`src/rtl/mem_arbiter.sv`:
```
// Shares one 32-bit memory port between the LSU and the IFU. Reads are aborted
// if they run past a timeout. Define MEM_ARB_RR_EN for round-robin; the default is fixed LSU priority.
module mem_arbiter #(
  parameter int TIMEOUT_CYCLES = 255
) (
  input  logic        clock,
  input  logic        reset,
  input  logic [31:0] io_lsu_addr,
  input  logic        io_lsu_w_req,
  input  logic [31:0] io_lsu_w_data,
  input  logic        io_lsu_r_req,
  output logic [31:0] io_lsu_r_data,
  output logic        io_lsu_done,
  output logic        io_lsu_err,
  output logic        io_lsu_busy,
  input  logic [31:0] io_ifu_addr,
  input  logic        io_ifu_r_req,
  output logic [31:0] io_ifu_r_data,
  output logic        io_ifu_done,
  output logic        io_ifu_err,
  output logic        io_ifu_busy,
  output logic [31:0] io_mem_addr,
  output logic        io_mem_w_req,
  output logic [31:0] io_mem_w_data,
  output logic        io_mem_r_req,
  input  logic [31:0] io_mem_r_data,
  input  logic        io_mem_r_valid
);

  typedef enum logic [1:0] {IDLE, WRITE, LSU_RD, IFU_RD} state_t;

  localparam logic [15:0] TIMEOUT_LAST = 16'(TIMEOUT_CYCLES - 1);

  state_t      state;
  state_t      state_next;
  logic [31:0] addr_reg;
  logic [31:0] data_reg;
  logic [15:0] wait_count;
  logic        lsu_req;
  logic        lsu_pick;
  logic        grant_lsu;
  logic        grant_ifu;
  logic        timed_out;

  assign lsu_req = io_lsu_w_req | io_lsu_r_req;

`ifdef MEM_ARB_RR_EN
  // last_ifu remembers who was granted most recently; it resets to IFU so the LSU wins first.
  logic last_ifu;

  assign lsu_pick = lsu_req & (~io_ifu_r_req | last_ifu);

  always_ff @(posedge clock) begin
    if (reset) begin
      last_ifu <= 1'b1;
    end else if (grant_lsu) begin
      last_ifu <= 1'b0;
    end else if (grant_ifu) begin
      last_ifu <= 1'b1;
    end
  end
`else
  assign lsu_pick = lsu_req;
`endif

  assign grant_lsu = (state == IDLE) & lsu_pick;
  assign grant_ifu = (state == IDLE) & io_ifu_r_req & ~lsu_pick;
  assign timed_out = (wait_count == TIMEOUT_LAST);

  always_ff @(posedge clock) begin
    if (reset) begin
      state      <= IDLE;
      addr_reg   <= '0;
      data_reg   <= '0;
      wait_count <= '0;
    end else begin
      state <= state_next;
      if (grant_lsu) begin
        addr_reg <= io_lsu_addr;
        data_reg <= io_lsu_w_data;
      end else if (grant_ifu) begin
        addr_reg <= io_ifu_addr;
        data_reg <= '0;
      end
      // The counter is cleared while idle, so every read starts counting from zero.
      if (state == IDLE) begin
        wait_count <= '0;
      end else if (!io_mem_r_valid) begin
        wait_count <= wait_count + 16'd1;
      end
    end
  end

  always_comb begin
    state_next    = state;
    io_mem_w_req  = 1'b0;
    io_mem_r_req  = 1'b0;
    io_lsu_done   = 1'b0;
    io_lsu_err    = 1'b0;
    io_lsu_r_data = '0;
    io_ifu_done   = 1'b0;
    io_ifu_err    = 1'b0;
    io_ifu_r_data = '0;
    case (state)
      IDLE: begin
        if (grant_lsu) begin
          state_next = io_lsu_w_req ? WRITE : LSU_RD;
        end else if (grant_ifu) begin
          state_next = IFU_RD;
        end
      end
      WRITE: begin
        io_mem_w_req = 1'b1;
        io_lsu_done  = 1'b1;
        state_next   = IDLE;
      end
      LSU_RD: begin
        io_mem_r_req = 1'b1;
        if (io_mem_r_valid) begin
          io_lsu_done   = 1'b1;
          io_lsu_r_data = io_mem_r_data;
          state_next    = IDLE;
        end else if (timed_out) begin
          io_lsu_done = 1'b1;
          io_lsu_err  = 1'b1;
          state_next  = IDLE;
        end
      end
      IFU_RD: begin
        io_mem_r_req = 1'b1;
        if (io_mem_r_valid) begin
          io_ifu_done   = 1'b1;
          io_ifu_r_data = io_mem_r_data;
          state_next    = IDLE;
        end else if (timed_out) begin
          io_ifu_done = 1'b1;
          io_ifu_err  = 1'b1;
          state_next  = IDLE;
        end
      end
      default: state_next = IDLE;
    endcase
  end

  assign io_lsu_busy   = lsu_req & ~io_lsu_done;
  assign io_ifu_busy   = io_ifu_r_req & ~io_ifu_done;
  assign io_mem_addr   = addr_reg;
  assign io_mem_w_data = data_reg;

endmodule

```
`config.mk`:
```
export PLATFORM = sky130hd
export DESIGN_NAME = mem_arbiter
export DESIGN_NICKNAME = d
export VERILOG_FILES = /design/src/rtl/mem_arbiter.sv
export SDC_FILE = /design/constraint.sdc
export NUM_CORES = 1
export LEC_CHECK = 0
export ABC_AREA = 1
export BUFFER_PORTS_ARGS = -buffer_cell sky130_fd_sc_hd__buf_2
export CORE_ASPECT_RATIO = 0.6
export CORE_MARGIN = 5
export CORE_UTILIZATION = 43
export DETAILED_ROUTE_END_ITERATION = 10
export PLACE_DENSITY_LB_ADDON = 0.05
export SYNTH_ARGS = -nofsm -noshare
export SYNTH_HDL_FRONTEND = slang
export SYNTH_SLANG_ARGS = --single-unit
```
`constraint.sdc`:
```
create_clock -name clock -period 1.8 [get_ports clock]
set_input_delay 0.36 -clock clock [delete_from_list [all_inputs] [get_ports clock]]
set_output_delay 0.36 -clock clock [all_outputs]
set_load 0.02 [all_outputs]
```
==> metrics.txt, run 1 <==
most common library cell in the layout ignoring fill and taps=buf_2; count of pins on the block boundary=between 200 and 300; flop2flop setup slack=roughly 0.07 ns; worst skew pair latency=~0.33 ns; source of the critical timing path=io_mem_r_valid; detailed router's first-iteration violation count=388; share of cells above drive strength 1=47.2%; count of cell types in the netlist=28; clock tree skew after final layout=0.00433 ns; TritonCTS clock tree=done; area of combinational cells with multiple inputs=~2500 µm²; num rows=27; post-place instance area=5670 µm²; total power after layout=~10 mW; post-route minimum period=1.91 ns; leakage power total=approximately 3.5 nW; Post-DP HPWL=roughly 11 mm; Sequential cell area=between 1500 and 2000 µm²; Hold WC Path Type=input port to register; clock tree root buffer cell=clkbuf_16; Avg Synthesized Cell Area=approximately 6.6 µm²; area of the placeable core=about 9300 µm²; total negative slack=-3.23 ns; floorplan die height=around 86 µm; PD cells=between 1000 and 1500 nW/µm²; starting utilization of the core area=44.6%; max-slew headroom at the worst pin=between 60% and 70%; count of port buffers added during placement=roughly 270; maximum number of pins on one net before global-route repair=66; highest clock rate=around 520 MHz; Via Count=~5400; Hold Startpoint=io_lsu_w_data[8]; average vias per placed instance=5.24; routed length on met1=roughly 6.6 mm; post-route fraction of the period consumed by the critical path=106%; worst-margin pin slew=approximately 0.57 ns; top metal layer carrying routed signals=met5; die area=11700 µm²; run status=complete, but fails checks; GRT Residual Overflow=0; met3 routed wirelength=~1.7 mm; kind of critical path=input port to output pin; total clock buffers created by CTS=9; clock-pin transition on the worst setup and hold timing paths=about 0.06 ns; number of max-cap violations=0; Routed Antenna Nets=0; TritonRoute pass-1 iters=5; required time worst endpoint=1.44 ns; maximum ir drop on the vdd rail=about 0.85 mV; Overall Global Routing Usage=~25%; final cell area excluding filler cells=between 7000 and 8000 µm²; H-tree depth=3; Chip Width=137 µm; number of remaining DRC errors=0; # setup viols final=between 60 and 70; post-synthesis cell area=a little over 4000 µm²; vias in the first global route=roughly 5000; worst hold margin=approximately 0.28 ns; maximum clock insertion buffer count=2; max-slew violation count=0; CTS sink count=a little over 80; routed length per placed instance=17.5 µm; category of the worst setup path capture point=output pin; Place WS=~0.073 ns; placer congestion estimate=0.896; wire length of the first global-routing pass=23.6 mm; sequential share of the synthesized area=around 40%; initial antenna violation count=1; Post-Synthesis Cells=approximately 620; number of diodes added for antenna fixing=0; Worst Path Arrival=between 1.5 and 2 ns; flip-flop and latch count after synthesis=a little over 80; worst-case setup margin in the final layout=-0.113 ns; net count after synthesis=~770; Fin. Hold Viols=0; setup repair after global routing missed its margin=true; most frequent cells in the layout=205 x buf_2, 124 x nand2_1, 110 x a21oi_1; final wirelength=between 15 and 20 mm; P&R area growth vs syn=71.7%; Syn. warnings=0; CP max FO=between 60 and 70; length of routed met2 wiring=roughly 9.2 mm; net count reported at finish=1041; reg-to-reg startpoint=state[0]; total of fill cells in the finished design=650; violated checks=setup timing; kind of start point of the critical path=input port
flip-flops by register name, indices dropped and copies added, names as in the netlist:
| register | cells |
|---|---|
| wait_count | 16 |
| state | 2 |
| io_mem_w_data | 32 |
| io_mem_addr | 32 |
final timing paths:
kind              cells after the start           endpoint
setup reg to reg                      8     io_mem_addr[8]
hold / removal                        3   io_mem_w_data[8]
hold reg to reg                       2  io_mem_w_data[20]
setup / recovery                      5   io_ifu_r_data[8]
kinds of logic (layout without fill, tap and decap cells):
logic type | Yosys count | in the layout | synth area share [%]
AND/OR/NAND/NOR | 246 | 246 | 25.5
buffers and inverters | 130 | 411 | 13.1
flip-flops | 82 | 82 | 39.7
AO/OA/AOI/OAI | 157 | 157 | 19.2
XOR/XNOR | 2 | 2 | 0.424
adder cells (fa/ha/maj) | 7 | 7 | 2.12
area by class of cell:
cell class | instances | share of cell area, %
inverter | 89 | 4.92
sequential | 82 | 23.5
clock buffer | 9 | 3.17
timing repair buffer | 306 | 29.5
clock inverter | 7 | 1.11
multi-input combinational | 412 | 35.5
tap | 130 | 2.29
synth_stat cells (all sizes together):
library cell	number	area share, %
inv	87	7.9
xor2	1	0.21
xnor2	1	0.21
a21oi	112	14
nand3	8	0.97
nand2	135	12
buf	21	3.1
and2	1	0.15
clkbuf	20	1.8
o21ai	44	5.4
nor3	67	8.2
ha	7	2.1
a21boi	1	0.18
nand4	4	0.61
nand3b	1	0.18
dfxtp	82	40
nor2	30	3.0
clkinv	2	0.18
stage by stage:
step / utilization (%) / instances
finish: 76.6 / 1035
global route: 76.6 / 1035
CTS: 70.0 / 1026
detailed placement: 61.3 / 1000
global placement: 61.3 / 1000
floorplan: - / 624
layer usage:
metal / GRT usage (%) / vias up
met5: 0 / -
met4: 6.77 / 2
met3: 7.74 / 55
met2: 45.4 / 287
met1: 28.6 / 2514
li1: - / 2562
timing repair:
action / 4_1_cts / 5_1_grt
pin swaps: 16 / 26
hold endpoints to repair: 0 / 0
setup endpoints to repair: 71 / 92
buffers inserted: 9 / 2
hold buffers: 0 / 0
resized for setup: 123 / 109
gates cloned: 1 / 7
critical path, cell delays in order:
cell,delay [ns]
buf_2,0.14
inv_2,0.19
buf_12,0.44
nor3_1,0.14
buf_2,0.19
report_power, final:
| part | internal [mW] | leakage [nW] | total [mW] | switching (mW) |
|---|---|---|---|---|
| Clock | 1.08 | 0.138 | 1.85 | 0.768 |
| Sequential | 2.28 | 0.681 | 2.54 | 0.255 |
| Combinational | 2.26 | 2.65 | 5.89 | 3.63 |
| Total | 5.63 | 3.47 | 10.3 | 4.65 |
Power figures use the tool's default switching activity.
==> inputs of run 2 (changes only) <==
--- a/config.mk
+++ b/config.mk
@@ -7,11 +7,11 @@
 export LEC_CHECK = 0
 export ABC_AREA = 1
 export BUFFER_PORTS_ARGS = -buffer_cell sky130_fd_sc_hd__buf_2
-export CORE_ASPECT_RATIO = 0.6
 export CORE_MARGIN = 5
 export CORE_UTILIZATION = 43
 export DETAILED_ROUTE_END_ITERATION = 10
 export PLACE_DENSITY_LB_ADDON = 0.05
+export SKIP_LAST_GASP = 1
 export SYNTH_ARGS = -nofsm -noshare
 export SYNTH_HDL_FRONTEND = slang
 export SYNTH_SLANG_ARGS = --single-unit
==> metrics.txt, run 2 (synthesis gave the netlist of run 1 again) <==
total clock buffers created by CTS=9 (unchanged); initial antenna violation count=1 (unchanged); count of non-filler cells in the finished layout=1037 (was 1035); Via Count=5262 (was 5420); TritonCTS clock tree=done (unchanged); kind of critical path=register to output pin (was input port to output pin); Critical Path, Cell by Cell=inv_2 > ha_4 > clkinv_8 > buf_16 > nor3_1 > buf_2 (was buf_2 > inv_2 > buf_12 > nor3_1 > buf_2); setup repair after global routing missed its margin=true (unchanged); vias in the first global route=4892 (was 4948); highest clock rate=501 MHz (was 523 MHz); number of max-cap violations=0 (unchanged); required time worst endpoint=1.44 ns (about the same); end of the worst register-to-register path=io_mem_addr[24] (was io_mem_addr[8]); post-route fraction of the period consumed by the critical path=111% (was 106%); max-slew violation count=0 (unchanged); violated checks=setup timing (unchanged); part of the power in registers=26.5% (was 24.7%); max-slew headroom at the worst pin=67.5% (was 62.3%); H-tree depth=3 (unchanged); internal power=5.12 mW (was 5.63 mW); Finished Core Util=73.8% (was 76.6%); number of stages on the worst setup path=6 (was 5); P&R area growth vs syn=65.9% (was 71.7%); Routed Antenna Nets=0 (unchanged); TritonRoute pass-1 iters=5 (unchanged); critical path's largest stage delay=0.34 ns (was 0.44 ns); worst skew pair latency=0.35 ns (was 0.33 ns); Post-DP HPWL=10.7 mm (was 11.2 mm); source of the critical timing path=state[0] (was io_mem_r_valid); Hold WC Path Type=input port to register (unchanged); Fin. Hold Viols=0 (unchanged); PD cells=1390 nW/µm² (was 1450 nW/µm²); maximum ir drop on the vdd rail=0.657 mV (was 0.846 mV); placed cell count=997 (was 1000); worst reg2reg path depth=8 (unchanged); kind of start point of the critical path=register (was input port); share of power burned in the clock network=14.0% (was 18.0%); area of the placeable core=9280 µm² (was 9260 µm²); floorplan die height=108 µm (was 85.9 µm); category of the worst setup path capture point=output pin (unchanged); GRT Residual Overflow=0 (unchanged); reg-to-reg startpoint=state[0] (unchanged); placer congestion estimate=0.857 (was 0.896); wire length of the first global-routing pass=23.4 mm (was 23.6 mm); detailed router's first-iteration violation count=308 (was 388); Logic pwr share=59.5% (was 57.3%); Overall Global Routing Usage=25.1% (was 25.0%); post-route minimum period=2.00 ns (was 1.91 ns); CTS sink count=82 (unchanged); Largest delay share family, worst path=buffers and inverters (unchanged); average vias per placed instance=5.07 (was 5.24); Hold Startpoint=io_lsu_w_data[11] (was io_lsu_w_data[8]); total buffers and inverters traversed by the critical path=4 (unchanged); share of cells above drive strength 1=45.3% (was 47.2%); number of remaining DRC errors=0 (unchanged); # setup viols final=62 (was 65); worst-margin pin slew=0.486 ns (was 0.565 ns); net count reported at finish=1044 (was 1041); final wirelength=17.0 mm (was 18.1 mm); clock tree skew after final layout=0.0126 ns (was 0.00433 ns); count of port buffers added during placement=269 (unchanged); master of the slowest instance on the critical path=dfxtp_2 (was buf_12); maximum clock insertion buffer count=2 (unchanged); clock-pin transition on the worst setup and hold timing paths=0.09 ns (was 0.06 ns); maximum number of pins on one net before global-route repair=66 (unchanged); die area=11700 µm² (about the same); CP max FO=7 (was 64); most frequent cells in the layout=214 x buf_2, 128 x nand2_1, 111 x a21oi_1 (was 205 x buf_2, 124 x nand2_1, 110 x a21oi_1); flop2flop setup slack=0.14 ns (was 0.07 ns); Worst Path Arrival=1.64 ns (was 1.55 ns); clock tree root buffer cell=clkbuf_8 (was clkbuf_16); worst setup path endpoint=io_lsu_r_data[0] (was io_ifu_r_data[8]); worst-case setup margin in the final layout=-0.197 ns (was -0.113 ns); starting utilization of the core area=44.5% (was 44.6%); Chip Width=108 µm (was 137 µm); run status=complete, but fails checks (unchanged); most common library cell in the layout ignoring fill and taps=buf_2 (unchanged); num rows=35 (was 27); leakage power total=3.39 nW (was 3.47 nW); Sw Ratio=46.2% (was 45.2%); count of pins on the block boundary=270 (unchanged); sw power=4.39 mW (was 4.65 mW); routed length per placed instance=16.4 µm (was 17.5 µm); number of diodes added for antenna fixing=0 (unchanged)
run 2: cell types whose count changed in the layout (fill, tap and decap cells not counted), sizes merged:
| cell | delta |
|---|---|
| clkinvlp | -1 |
| clkbuf | +1 |
| buf | +4 |
| clkinv | -1 |
run 2: worst register-to-register path, cell delays in order (launching register included):
cell,delay [ns]
dfxtp_2,0.35
inv_2,0.06
buf_4,0.13
ha_2,0.22
o21ai_4,0.20
buf_4,0.32
a21oi_1,0.09
o21ai_0,0.09
a21oi_1,0.09
run 2: cell type report:
type | count | area, µm²
Sequential cell | 82 | 1670
Inverter | 89 | 352
Fill cell | 728 | 2430
Timing Repair Buffer | 309 | 2090
Multi-Input combinational cell | 412 | 2390
Clock inverter | 5 | 62.6
Clock buffer | 11 | 131
Tap cell | 129 | 161
run 2: timing repair:
| action | 4_1_cts | 5_1_grt |
|---|---|---|
| setup buffers | 10 | 6 |
| pin swaps | 24 | 22 |
| hold buffers | 0 | 0 |
| resized for setup | 110 | 89 |
| gates cloned | 4 | 4 |
| endpoints found under the setup margin | 71 | 113 |
run 2: how the worst min path moves through the flow:
stage                                   end  slack, ns  cells after the start
after floorplan               wait_count[0]       0.45                      1
after global placement     io_mem_w_data[1]       0.44                      2
after detailed placement  io_mem_w_data[13]       0.45                      2
after CTS                 io_mem_w_data[11]       0.23                      3
after global routing      io_mem_w_data[30]       0.23                      3
final                     io_mem_w_data[11]       0.25                      3
run 2: power by group through the flow:
stage | Sequential [mW] | Combinational (mW) | Clock (mW)
after floorplan | 3.03 | 2.61 | 0
after global placement | 2.52 | 4.39 | 0
after detailed placement | 2.54 | 4.47 | 0
after CTS | 2.52 | 5.11 | 1.37
after global routing | 2.59 | 6.13 | 1.44
final | 2.52 | 5.66 | 1.33
run 2: per-stage QoR:
| stage | cell area (µm²) | setup slack [ns] | hold slack, ns | setup TNS [ns] | power (mW) |
|---|---|---|---|---|---|
| 5_1_grt | 6860 | -0.304 | 0.234 | -9.05 | 10.2 |
| 2_1_floorplan | 4130 | -0.0189 | 0.449 | -0.511 | 5.64 |
| 3_3_place_gp | 5620 | 0.153 | 0.445 | 0 | 6.91 |
| 6_report | 6860 | -0.197 | 0.254 | -4.03 | 9.51 |
| 3_5_place_dp | 5620 | 0.0907 | 0.452 | 0 | 7.01 |
| 4_1_cts | 6360 | -0.134 | 0.232 | -4.48 | 9.00 |
run 2: metal layers:
metal	track usage [%]	routed length, µm
met1	28.2	6170
met2	44.2	8810
met3	7.16	1480
met4	10.8	547
met5	0	7
==> inputs of run 3 (changes only) <==
--- a/config.mk
+++ b/config.mk
@@ -8,9 +8,10 @@
 export ABC_AREA = 1
 export BUFFER_PORTS_ARGS = -buffer_cell sky130_fd_sc_hd__buf_2
 export CORE_MARGIN = 5
-export CORE_UTILIZATION = 43
+export CORE_UTILIZATION = 46
 export DETAILED_ROUTE_END_ITERATION = 10
 export PLACE_DENSITY_LB_ADDON = 0.05
+export RECOVER_POWER = 50
 export SKIP_LAST_GASP = 1
 export SYNTH_ARGS = -nofsm -noshare
 export SYNTH_HDL_FRONTEND = slang
==> constraint.sdc (replaced) <==
create_clock -name clock -period 2.47 [get_ports clock]
set_input_delay 0.494 -clock clock [delete_from_list [all_inputs] [get_ports clock]]
set_output_delay 0.494 -clock clock [all_outputs]
set_load 0.02 [all_outputs]
==> metrics.txt, run 3 (synthesis gave the netlist of run 1 again) <==
share of cells above drive strength 1=27.0% (was 45.3%); Hold WC Path Type=input port to register (unchanged); clock tree skew after final layout=0.00885 ns (was 0.0126 ns); clock tree root buffer cell=clkbuf_8 (unchanged); starting utilization of the core area=47.4% (was 44.5%); reg-to-reg startpoint=state[0] (unchanged); TritonCTS clock tree=done (unchanged); number of diodes added for antenna fixing=0 (unchanged); count of pins on the block boundary=270 (unchanged); highest clock rate=roughly 420 MHz; routed length per placed instance=13.7 µm (was 16.4 µm); worst-margin pin slew=0.533 ns (was 0.486 ns); most frequent cells in the layout=204 x buf_2, 134 x nand2_1, 112 x a21oi_1 (was 214 x buf_2, 128 x nand2_1, 111 x a21oi_1); most common library cell in the layout ignoring fill and taps=buf_2 (unchanged); placer congestion estimate=0.890 (was 0.857); # setup viols final=0 (was 62); PD cells=1060 nW/µm² (was 1390 nW/µm²); total clock buffers created by CTS=9 (unchanged); kind of start point of the critical path=register (unchanged); Routed Antenna Nets=0 (unchanged); Worst Path Arrival=1.89 ns (was 1.64 ns); number of remaining DRC errors=0 (unchanged); vias in the first global route=4599 (was 4892); max-slew violation count=0 (unchanged); source of the critical timing path=state[0] (unchanged); total negative slack=0 ns (was -4.03 ns); count of port buffers added during placement=269 (unchanged); post-route minimum period=between 2 and 2.5 ns; max-slew headroom at the worst pin=64.4% (was 67.5%); kind of critical path=register to output pin (unchanged); average vias per placed instance=4.87 (was 5.07); initial antenna violation count=1 (unchanged); wire length of the first global-routing pass=21.6 mm (was 23.4 mm); TritonRoute pass-1 iters=4 (was 5); P&R area growth vs syn=37.6% (was 65.9%); post-place instance area=5540 µm² (was 5620 µm²); Fin. Hold Viols=0 (unchanged); worst skew pair latency=0.35 ns (about the same); H-tree depth=3 (unchanged); Overall Global Routing Usage=23.4% (was 25.1%); final cell area excluding filler cells=5680 µm² (was 6860 µm²); Place WS=0.413 ns (was 0.0907 ns); area of the placeable core=8720 µm² (was 9280 µm²); Chip Width=105 µm (was 108 µm); leakage power total=2.78 nW (was 3.39 nW); required time worst endpoint=1.98 ns (was 1.44 ns); maximum clock insertion buffer count=2 (unchanged); die area=11000 µm² (was 11700 µm²); number of max-cap violations=0 (unchanged); maximum number of pins on one net before global-route repair=74 (was 66); GRT Residual Overflow=0 (unchanged); worst-case setup margin in the final layout=0.0845 ns (was -0.197 ns); final wirelength=13.5 mm (was 17.0 mm); Post-DP HPWL=10.5 mm (was 10.7 mm); run status=completed (was complete, but fails checks); Via Count=4806 (was 5262); post-route fraction of the period consumed by the critical path=between 90 and 100%; category of the worst setup path capture point=output pin (unchanged); CP max FO=35 (was 7); CTS sink count=82 (unchanged); setup repair after global routing missed its margin=false (was true); Hold Startpoint=io_lsu_w_data[7] (was io_lsu_w_data[11]); clock-pin transition on the worst setup and hold timing paths=0.09 ns (about the same); floorplan die height=105 µm (was 108 µm); net count reported at finish=1015 (was 1044); total power after layout=6.02 mW (was 9.51 mW); maximum ir drop on the vdd rail=0.532 mV (was 0.657 mV); num rows=34 (was 35); detailed router's first-iteration violation count=186 (was 308); CTS Hold Buffers Added=0 (unchanged)
## run 3: cell types whose count changed in the layout (fill, tap and decap cells not counted), sizes merged
cell,before,now
clkbuf,15,75
clkinvlp,2,0
inv,89,91
bufinv,1,2
clkinv,2,3
buf,305,214
## run 3: per-stage QoR
stage                     hold WS (ns)  instances  utilization (%)
after floorplan                  0.454        624                -
after global placement           0.446        971             63.5
after detailed placement         0.450        971             63.5
after CTS                        0.360        987             66.1
after global routing             0.369        987             65.2
final                            0.380        987             65.2
## run 3: per-layer routing
layer / GRT usage (%) / part of all wire (%) / up-vias
met1: 26.2 / 39 / 2073
met3: 8.32 / 9.5 / 25
li1: - / - / 2519
met4: 7.40 / 1.9 / 2
met5: 0 / 0.096 / -
met2: 41.3 / 50 / 187
## run 3: critical path, cell delays in order (launching register included)
cell and delay (ns):
dfxtp_1 0.36, inv_1 0.11, ha_1 0.19, clkinv_1 0.06, buf_4 0.23, nor3_1 0.33
buf_2 0.23
## run 3: path summary, 6_finish.rpt
| kind | end | slack, ns | depth (start not counted) |
|---|---|---|---|
| worst min register to register | io_mem_w_data[18] | 0.46 | 2 |
| worst max-delay path | io_lsu_r_data[10] | 0.08 | 6 |
| worst max register to register | io_mem_addr[2] | 0.46 | 7 |
| worst min-delay path | io_mem_w_data[7] | 0.38 | 3 |
## run 3: area by class of cell
cell class,count,area (µm²)
well taps,108,135
flip-flops and latches,82,1640
fillers,859,3040
repair buffers,280,1380
multi-input cells,412,1960
inverters,89,334
clock inverters,7,106
clock buffers,9,124
## run 3: power breakdown
part	switching, mW	internal, mW
logic	2.13	0.958
clock network	0.515	0.589
registers	0.173	1.65
total	2.82	3.20
## run 3: what timing repair did
item	4_1_cts	5_1_grt
resized for setup	0	1
setup endpoints to repair	0	1
setup buffers	0	0
